## config.mk

```make
export PLATFORM = sky130hd
export DESIGN_NAME = stopwatch_ctrl
export DESIGN_NICKNAME = d
export VERILOG_FILES = /design/src/rtl/stopwatch_ctrl.sv
export SDC_FILE = /design/constraint.sdc
export NUM_CORES = 1
export LEC_CHECK = 0
export ABC_CLOCK_PERIOD_IN_PS = 2900
export BUFFER_PORTS_ARGS = -buffer_cell sky130_fd_sc_hd__buf_4
export CAP_MARGIN = 20
export CORE_MARGIN = 5
export CORE_UTILIZATION = 45
export CTS_BUF_LIST = sky130_fd_sc_hd__clkbuf_4 sky130_fd_sc_hd__clkbuf_8
export DETAILED_ROUTE_END_ITERATION = 16
export GPL_TIMING_DRIVEN = 0
export MAX_ROUTING_LAYER = met4
export PLACE_DENSITY = 0.68
export SYNTH_ARGS = -nofsm -noshare
export SYNTH_HDL_FRONTEND = slang
export SYNTH_SLANG_ARGS = --single-unit
```

## constraint.sdc

```tcl
create_clock -name clk -period 2.9 [get_ports clk]
set_clock_uncertainty 0.15 [all_clocks]
set_input_delay 0.58 -clock clk [delete_from_list [all_inputs] [get_ports clk]]
set_output_delay 0.58 -clock clk [all_outputs]
set_load 0.1 [all_outputs]
```

## src/rtl/stopwatch_ctrl.sv

```systemverilog
// Stopwatch button controller: two synchronized/debounced buttons feed a
// four-state FSM that drives the timer run enable, its clear pulse and the display mux.

module sw_debounce #(
  parameter int unsigned CYCLES = 1_000_000
) (
  input  logic i_clk,
  input  logic i_rst_n,
  input  logic i_btn,
  output logic o_press
);

  localparam int unsigned CW = (CYCLES > 1) ? $clog2(CYCLES) : 1;

  logic          r_sync1;
  logic          r_sync2;
  logic          r_db;
  logic          r_db_d;
  logic [CW-1:0] r_cnt;

  // Any return of the synchronized level to the accepted level restarts the count.
  always_ff @(posedge i_clk or negedge i_rst_n) begin
    if (!i_rst_n) begin
      r_sync1 <= 1'b0;
      r_sync2 <= 1'b0;
      r_db    <= 1'b0;
      r_db_d  <= 1'b0;
      r_cnt   <= '0;
    end else begin
      r_sync1 <= i_btn;
      r_sync2 <= r_sync1;
      r_db_d  <= r_db;
      if (r_sync2 == r_db) begin
        r_cnt <= '0;
      end else if (r_cnt == CW'(CYCLES - 1)) begin
        r_db  <= r_sync2;
        r_cnt <= '0;
      end else begin
        r_cnt <= r_cnt + CW'(1);
      end
    end
  end

  assign o_press = r_db & ~r_db_d;

endmodule

module stopwatch_ctrl #(
  parameter int unsigned DEBOUNCE_CYCLES = 1_000_000
) (
  input  logic        clk,
  input  logic        rst,
  input  logic        btn_ss,
  input  logic        btn_lr,
  input  logic [23:0] time_in,
  output logic        start,
  output logic        timer_clr_n,
  output logic [23:0] disp,
  output logic [1:0]  mode
);

  typedef enum logic [1:0] {
    S_IDLE  = 2'b00,
    S_RUN   = 2'b01,
    S_PAUSE = 2'b10,
    S_LAP   = 2'b11
  } state_t;

  logic        w_ss;
  logic        w_lr;
  state_t      w_next;
  logic        w_clr;
  logic        w_cap;

  state_t      r_state;
  logic        r_start;
  logic        r_clr_n;
  logic [23:0] r_lap;
  logic [23:0] r_disp;

  sw_debounce #(.CYCLES(DEBOUNCE_CYCLES)) u_db_ss (
    .i_clk   (clk),
    .i_rst_n (rst),
    .i_btn   (btn_ss),
    .o_press (w_ss)
  );

  sw_debounce #(.CYCLES(DEBOUNCE_CYCLES)) u_db_lr (
    .i_clk   (clk),
    .i_rst_n (rst),
    .i_btn   (btn_lr),
    .o_press (w_lr)
  );

  // Start/stop has priority: a lap/reset press in the same cycle is dropped.
  always_comb begin
    w_next = r_state;
    w_clr  = 1'b0;
    w_cap  = 1'b0;
    case (r_state)
      S_IDLE: begin
        if (w_ss)      w_next = S_RUN;
        else if (w_lr) w_clr  = 1'b1;
      end
      S_RUN: begin
        if (w_ss) begin
          w_next = S_PAUSE;
        end else if (w_lr) begin
          w_next = S_LAP;
          w_cap  = 1'b1;
        end
      end
      S_LAP: begin
        if (w_ss)      w_next = S_PAUSE;
        else if (w_lr) w_next = S_RUN;
      end
      S_PAUSE: begin
        if (w_ss) begin
          w_next = S_RUN;
        end else if (w_lr) begin
          w_next = S_IDLE;
          w_clr  = 1'b1;
        end
      end
      default: w_next = S_IDLE;
    endcase
  end

  always_ff @(posedge clk or negedge rst) begin
    if (!rst) begin
      r_state <= S_IDLE;
      r_start <= 1'b0;
      r_clr_n <= 1'b1;
      r_lap   <= '0;
      r_disp  <= '0;
    end else begin
      r_state <= w_next;
      r_start <= (w_next == S_RUN) || (w_next == S_LAP);
      r_clr_n <= ~w_clr;
      if (w_cap) r_lap <= time_in;
      // On the entry edge the lap register is only just loading, so show time_in directly.
      if (w_next == S_LAP) r_disp <= w_cap ? time_in : r_lap;
      else                 r_disp <= time_in;
    end
  end

  assign start       = r_start;
  assign timer_clr_n = r_clr_n;
  assign disp        = r_disp;
  assign mode        = r_state;

endmodule
```

# Yosys cells after proc, flatten, opt, wreduce, memory -nomap -nowiden
# Cells that the tools add are included.
# op_classes
n_addsub	2
eq_ne	9
mux	18
bitwise	7
reduce_logical	5
# op_table
operator	count
two-way mux 20 bit	4
two-way mux 24 bit	2
adder 20 x 1 -> 20 bit (second input constant)	2
== test 20 bit (second input constant)	2
two-way mux 2 bit	7
one-hot mux 2 bit (4 select lines)	1
== test 2 bit (second input constant)	3
NOT 1 bit	5
== test 2 x 1 -> 1 bit (second input constant)	2
two-way mux 1 bit	4
AND reduction 2 bit	2
bitwise AND 1 bit	2
== test 1 bit	2
logical NOT 2 bit	1
OR reduction 2 bit	1
logical OR 1 bit	1
# word_totals
reg_bits	100
inputBits	28
word_cells	56

# Logic depth before layout (Yosys ltp)
# Gate-level depths: netlist of the first run.
# depth
depth_word	7
mapped_depth	6
depth_no_buf	5

# By module
# Synthesis of the first run repeated with hierarchy kept, for this count alone.
# hier_totals
hier_cells	335
hier_area_um2	4420.5
# modules_own_cells
module	n_inst	cells_each	area_each_um2
sw_debounce	2	110	1146.1
stopwatch_ctrl	1	115	2128.3

# Worst setup path before layout of the first run
# OpenSTA, ideal clock, no wires.
# synth_path
path_type	reg2reg
startpoint	register r_state[1] (netlist: mode[1])
endpoint	register r_lap[10]
arrival_ns	2.010
required_ns	2.625
path_slack_ns	0.615
stages_incl_launch_ff	5
path_buffers	1
period_less_slack_ns	2.285
path_cell_list	dfrtp_1 -> nor2_1 -> nand3_1 -> clkbuf_1 -> mux2_2
# synth_via
elab_chain_cells	3
# synth_lines
element	line_no	rtl
start, declared	75	state_t r_state;
start signal, assigned	137	r_state <= w_next;
== test 2 x 1 -> 1 bit	100	case (r_state)
two-way mux 1 bit	100	
two-way mux 24 bit	n/a	
end signal, assigned	140	if (w_cap) r_lap <= time_in;
end, declared	78	logic [23:0] r_lap;
# Every way passes these cells.
# A chain may end at the register's enable or synchronous reset.

# Final worst setup path of the first run
# layout_path
startpoint	register u_db_ss.r_cnt[15]
endpoint	register u_db_ss.r_db
# layout_via
elab_chain_cells	2
# layout_lines
element	line_no	rtl
start, declared	19	logic [CW-1:0] r_cnt;
start signal, assigned	39	r_cnt <= r_cnt + CW'(1);
== test 20 bit	35	end else if (r_cnt == CW'(CYCLES - 1)) begin
AND reduction 2 bit (no source line)	n/a	
end signal, assigned	36	r_db <= r_sync2;
end, declared	17	logic r_db;
# Every way passes these cells.

==> impl_metrics.tcl, run 1 <==
set metrics [dict create \
    rr_worst_depth 4 \
    p_seq_frac 0.550 \
    clock_sinks 99 \
    crit_fanout 4 \
    r2r_start "u_db_ss.r_cnt[15]" \
    outcome "finished clean" \
    p_leak_nw 2.16 \
    ys.warnings.count 0 \
    timing.hold.ws_ps 94.0 \
    irDropWorstVdd_mv 0.394 \
    drt-initial-drc-count 64 \
    path_cells "or4b_1 -> or4_4 -> nor2_1 -> mux2_2" \
    coreArea_mm2 0.00920 \
    combPwrFrac 0.109 \
    dp_slack_ps 685 \
    final_cell_mix "dfrtp_1, buf_4, mux2_2" \
    wirelength_mm 7.61 \
    setup_ws_ps 684 \
    cp_slowest_cell "or4_4" \
    clock.fmax_mhz 451 \
    avgSynthCellArea_um2 12.5 \
    drc 0 \
    grt_overflow_total 0 \
    drive_above_1_share 0.372 \
    netlist_instances 337 \
    die_area_mm2 0.0114 \
    finalCritPeriodShare 0.764 \
    antenna_cells 0 \
    hold_buffers 0 \
    via_count 2695 \
    worstReg2RegEnd "u_db_ss.r_db" \
    gp_congestion 0.775 \
    required_ps 3010 \
    power_density_mw_per_mm2 524 \
    regToRegSetupSlack_ps 680 \
    hold_path.class "in -> async" \
    synth-seq-cells 99 \
    start_kind "flop" \
    layout_commonest_cell "dfrtp_1" \
    yosysTopAreaCellShare 0.580 \
    hold_viol_final 0 \
    synth_top_area_cell "dfrtp_1" \
    pin_count 56 \
    end_kind "flop" \
    grt_pass1_wl_mm 13.0 \
    cts_tree "yes" \
    synth_nets 367 \
    htree_num_levels 3 \
    seqCellArea_mm2 0.00248 \
    worst_pin_slew_ps 665 \
    synthTopCellsByArea "dfrtp_1, mux2_2, xor2_1" \
    antenna_found_initial 0 \
    area_growth_syn_to_layout_pct 18.4 \
    max_slew_margin 0.557 \
    cts_buffer_depth 2 \
    rows 35 \
    root_buffer "clkbuf_8" \
    dr.pass1.iters 4 \
    rsz0062_at_grt "false" \
    dp_hpwl_mm 5.32 \
    async_reset_ff_frac 1.00 \
    crit_type "reg -> reg" \
    die_h_um 107 \
    synth_edf_count 0 \
    cap_violations 0 \
    multi_input_area_mm2 0.00166 \
    critPathTopFamily "simple AND/OR/NAND/NOR gates" \
    net-switching-power_mw 0.711 \
    num-fill-cells 794 \
    fin_tns_setup_ps 0 \
    cts.repair.resized 0 \
    period_minus_slack_ps 2220 \
    ys_types 34 \
    fin_nets 434 \
    grt_usage 0.146 \
    wl_per_cell_um 14.6 \
    die_w_um 107 \
    cp_num_cells 4 \
    finish.utilization 0.544 \
    slowest_delay_ps 570 \
    critPathArrivalTime_ps 2320 \
    crit_buf_inv 0 \
    cts.clk_slew.worst_paths_ps 100 \
    grt_pass1_vias 2790 \
    setup_viol 0 \
    synthFlopType "dfrtp_1" \
    ys_seq_area_frac 0.586 \
    p_int_mw 1.91 \
    via_per_inst 5.18 \
    port_buffers 55 \
    pwr-share-clk 0.341 \
    netlist_area_mm2 0.00423 \
    grt_max_degree 52 \
    cts_setup_buffers 0 \
    clk_latency_ps 360 \
    initial_core_util 0.460 \
    numCtsBuffers 9 \
    ant_nets 0 \
    drv_slew 0 \
    power_switching_share 0.271 \
]
## layout make-up
cell class,instances,area share
clock buffers,9,0.0247
flip-flops and latches,99,0.495
clock inverters,7,0.0152
inverters,8,0.00600
plain buffers,12,0.0127
multi-input cells,218,0.331
repair buffers,56,0.0880
well taps,111,0.0277
## state kept, by name, summed over array words and instances (netlist names), 2 cells and up
signal,cells
u_db_lr.r_cnt,20
disp,24
mode,2
u_db_ss.r_cnt,20
r_lap,24
## power groups by stage
stage,Combinational (mW),Sequential (mW),Clock (mW)
after global routing,0.304,1.45,0.987
after detailed placement,0.291,1.47,0
final,0.286,1.44,0.895
after global placement,0.282,1.47,0
after CTS,0.292,1.44,0.931
after floorplan,0.0577,1.59,0
## layer usage
metal / vias to the layer above / GRT usage / wire length (um)
li1: 1313 / - / -
met1: 1341 / 0.174 / 3350
met2: 37 / 0.241 / 3910
met3: 4 / 0.0439 / 296
met4: 0 / 0.0411 / 50
met5: - / - / 0
## metrics by stage
| step | cells | instance area, um2 | total power [mW] |
|---|---|---|---|
| 2_1_floorplan | 337 | 4230 | 1.65 |
| 3_3_place_gp | 503 | 4780 | 1.75 |
| 3_5_place_dp | 504 | 4810 | 1.76 |
| 4_1_cts | 520 | 5010 | 2.67 |
| 5_1_grt | 520 | 5010 | 2.74 |
| 6_report | 520 | 5010 | 2.63 |
## worst max path at each step
stage	from	end
finish	u_db_ss.r_cnt[15]	u_db_ss.r_db
global route	u_db_ss.r_cnt[2]	u_db_ss.r_cnt[18]
CTS	u_db_ss.r_cnt[2]	u_db_ss.r_cnt[18]
detailed placement	u_db_ss.r_cnt[15]	u_db_ss.r_cnt[3]
global placement	u_db_ss.r_cnt[15]	u_db_ss.r_db
floorplan	mode[1]	r_lap[10]
## synthesized netlist by cell type, types with 7 or more instances
| cell | n |
|---|---|
| a21oi_2 | 7 |
| clkbuf_1 | 9 |
| dfrtp_1 | 98 |
| inv_1 | 8 |
| mux2_2 | 50 |
| nand2_1 | 12 |
| nand3_1 | 16 |
| nand4_1 | 10 |
| nor2_1 | 18 |
| nor2_2 | 13 |
| o21ai_0 | 8 |
| or3_1 | 7 |
| xnor2_1 | 12 |
| xor2_1 | 15 |
## cell families after synthesis
group	Yosys count	share of synthesized area
and+or+nand+nor	113	0.156
DFF	99	0.586
muxes	50	0.133
xor gates and xnor gates	27	0.0559
AOI/OAI and AO/OA	26	0.0408
buffers and inverters	20	0.0222
adders and majority gates	2	0.00592
Note: power is estimated with default switching activity, not from simulation.
==> run 2: changes to the inputs <==
--- a/config.mk
+++ b/config.mk
@@ -5,7 +5,7 @@
 export SDC_FILE = /design/constraint.sdc
 export NUM_CORES = 1
 export LEC_CHECK = 0
-export ABC_CLOCK_PERIOD_IN_PS = 2900
+export ABC_CLOCK_PERIOD_IN_PS = 2190
 export BUFFER_PORTS_ARGS = -buffer_cell sky130_fd_sc_hd__buf_4
 export CAP_MARGIN = 20
 export CORE_MARGIN = 5
==> constraint.sdc (replaced) <==
create_clock -name clk -period 2.19 [get_ports clk]
set_clock_uncertainty 0.15 [all_clocks]
set_input_delay 0.438 -clock clk [delete_from_list [all_inputs] [get_ports clk]]
set_output_delay 0.438 -clock clk [all_outputs]
set_load 0.1 [all_outputs]
==> run 2 against run 1 <==
Via count increased by 2.5%. Final cell count increased by 1.5%. Fmax increased by 2.2%. Sequential power increased by 33%. Largest cell class unchanged.
==> impl_metrics.tcl, run 2 (same netlist as run 1, synthesis figures left out) <==
set metrics [dict create \
    end_kind "flop" \
    dr.pass1.iters 4 \
    wirelength_mm 7.96 \
    via_count 2763 \
    area_growth_syn_to_layout_pct 20.9 \
    hold_viol_final 0 \
    drt-initial-drc-count 69 \
    p_int_mw 2.66 \
    seqCellArea_mm2 0.00248 \
    max_slew_margin 0.583 \
    layout_commonest_cell "dfrtp_1" \
    rows 35 \
    hold_path.class "in -> reg" \
    die_w_um 107 \
    multi_input_area_mm2 0.00167 \
    drv_slew 0 \
    finalCritPeriodShare 0.990 \
    clk_latency_ps 360 \
    period_minus_slack_ps 2170 \
    power_density_mw_per_mm2 697 \
    ant_nets 0 \
    placed_area_mm2 0.00481 \
    p_leak_nw 2.21 \
    grt_pass1_wl_mm 13.2 \
    fin_nets 442 \
    clock_sinks 99 \
    irDropWorstVdd_mv 0.617 \
    drc 0 \
    final_cell_mix "dfrtp_1, buf_4, mux2_2" \
    antenna_cells 0 \
    worstReg2RegEnd "u_db_ss.r_db" \
    grt_pass1_vias 2810 \
    cap_violations 0 \
    wl_per_cell_um 15.1 \
    root_buffer "clkbuf_8" \
    grt_overflow_total 0 \
    clock.fmax_mhz 461 \
    worst_pin_slew_ps 626 \
    holdCritStartpoint "btn_ss" \
    numCtsBuffers 9 \
    crit_fanout 2 \
    final_area_mm2 0.00511 \
    pin_count 56 \
    die_area_mm2 0.0114 \
    drive_above_1_share 0.388 \
    power_switching_share 0.254 \
    initial_core_util 0.460 \
    via_per_inst 5.23 \
    power_mw 3.56 \
    pwr-share-clk 0.356 \
    die_h_um 107 \
    r2r_start "u_db_ss.r_cnt[15]" \
    num-fill-cells 788 \
    rsz0062_at_grt "true" \
    setup_viol 0 \
    p_seq_frac 0.537 \
    min_path_cells 1 \
    required_ps 2300 \
    gp_congestion 0.761 \
    coreArea_mm2 0.00920 \
    htree_num_levels 3 \
    outcome "finished clean" \
    antenna_found_initial 0 \
    port_buffers 55 \
    timing.hold.ws_ps 39.1 \
    regToRegSetupSlack_ps 20 \
    combPwrFrac 0.108 \
    crit_type "reg -> reg" \
    dp_hpwl_mm 5.45 \
    grt_usage 0.151 \
    start_kind "flop" \
    net-switching-power_mw 0.906 \
    crit_path_start "u_db_ss.r_cnt[15]" \
    critPathArrivalTime_ps 2280 \
    cts.clk_slew.worst_paths_ps 90 \
    hold_end "u_db_ss.r_sync1" \
    rr_worst_depth 4 \
    cts_buffer_depth 2 \
    grt_max_degree 54 \
    cts_tree "yes" \
]
run 2: layout make-up:
| cell class | count | area share |
|---|---|---|
| well taps | 111 | 0.0272 |
| clock inverters | 6 | 0.0171 |
| inverters | 8 | 0.00588 |
| plain buffers | 12 | 0.0125 |
| repair buffers | 64 | 0.0989 |
| clock buffers | 10 | 0.0257 |
| flip-flops and latches | 99 | 0.486 |
| multi-input cells | 218 | 0.327 |
run 2: timing repair:
action,in CTS,in global routing
hold buffers,1,1
gates resized for setup,0,3
endpoints found under the hold margin,45,1
buffers inserted,3,3
setup endpoints to repair,20,23
pin swaps,1,1
run 2: metal layers:
metal | share of wire | track usage | up-vias
met1 | 0.43 | 0.187 | 1379
met3 | 0.042 | 0.0518 | 8
met2 | 0.52 | 0.240 | 46
met4 | 0.0073 | 0.0393 | 0
met5 | 0 | - | -
li1 | - | - | 1330
run 2: worst max-delay path by stage:
stage                              endpoint  slack, ps
final                          u_db_ss.r_db         20
after global routing      u_db_ss.r_cnt[16]        -40
after CTS                 u_db_ss.r_cnt[19]          3
after detailed placement  u_db_ss.r_cnt[18]        -30
after global placement         u_db_ss.r_db         -1
after floorplan                u_db_ss.r_db         70
run 2: power by group through the flow:
| stage | logic (mW) | registers (mW) | clock network, mW |
|---|---|---|---|
| finish | 0.384 | 1.91 | 1.27 |
| global route | 0.406 | 1.92 | 1.39 |
| CTS | 0.388 | 1.91 | 1.31 |
| detailed placement | 0.386 | 1.95 | 0 |
| global placement | 0.373 | 1.95 | 0 |
| floorplan | 0.0764 | 2.11 | 0 |
run 2: metrics by stage:
stage / worst slack, ps / cells / TNS, ps / utilization
finish: 22.0 / 528 / 0 / 0.556
global placement: -1.21 / 503 / -1.21 / 0.520
global route: -38.5 / 528 / -332 / 0.556
detailed placement: -27.8 / 504 / -233 / 0.523
CTS: 2.64 / 524 / 0 / 0.550
floorplan: 73.5 / 337 / 0 / -
run 2: critical path, cell delays in order, from the launching register on:
cell	delay, ps
dfrtp_1	380
or4b_1	510
or4_4	590
nor2_2	100
mux2_2	330
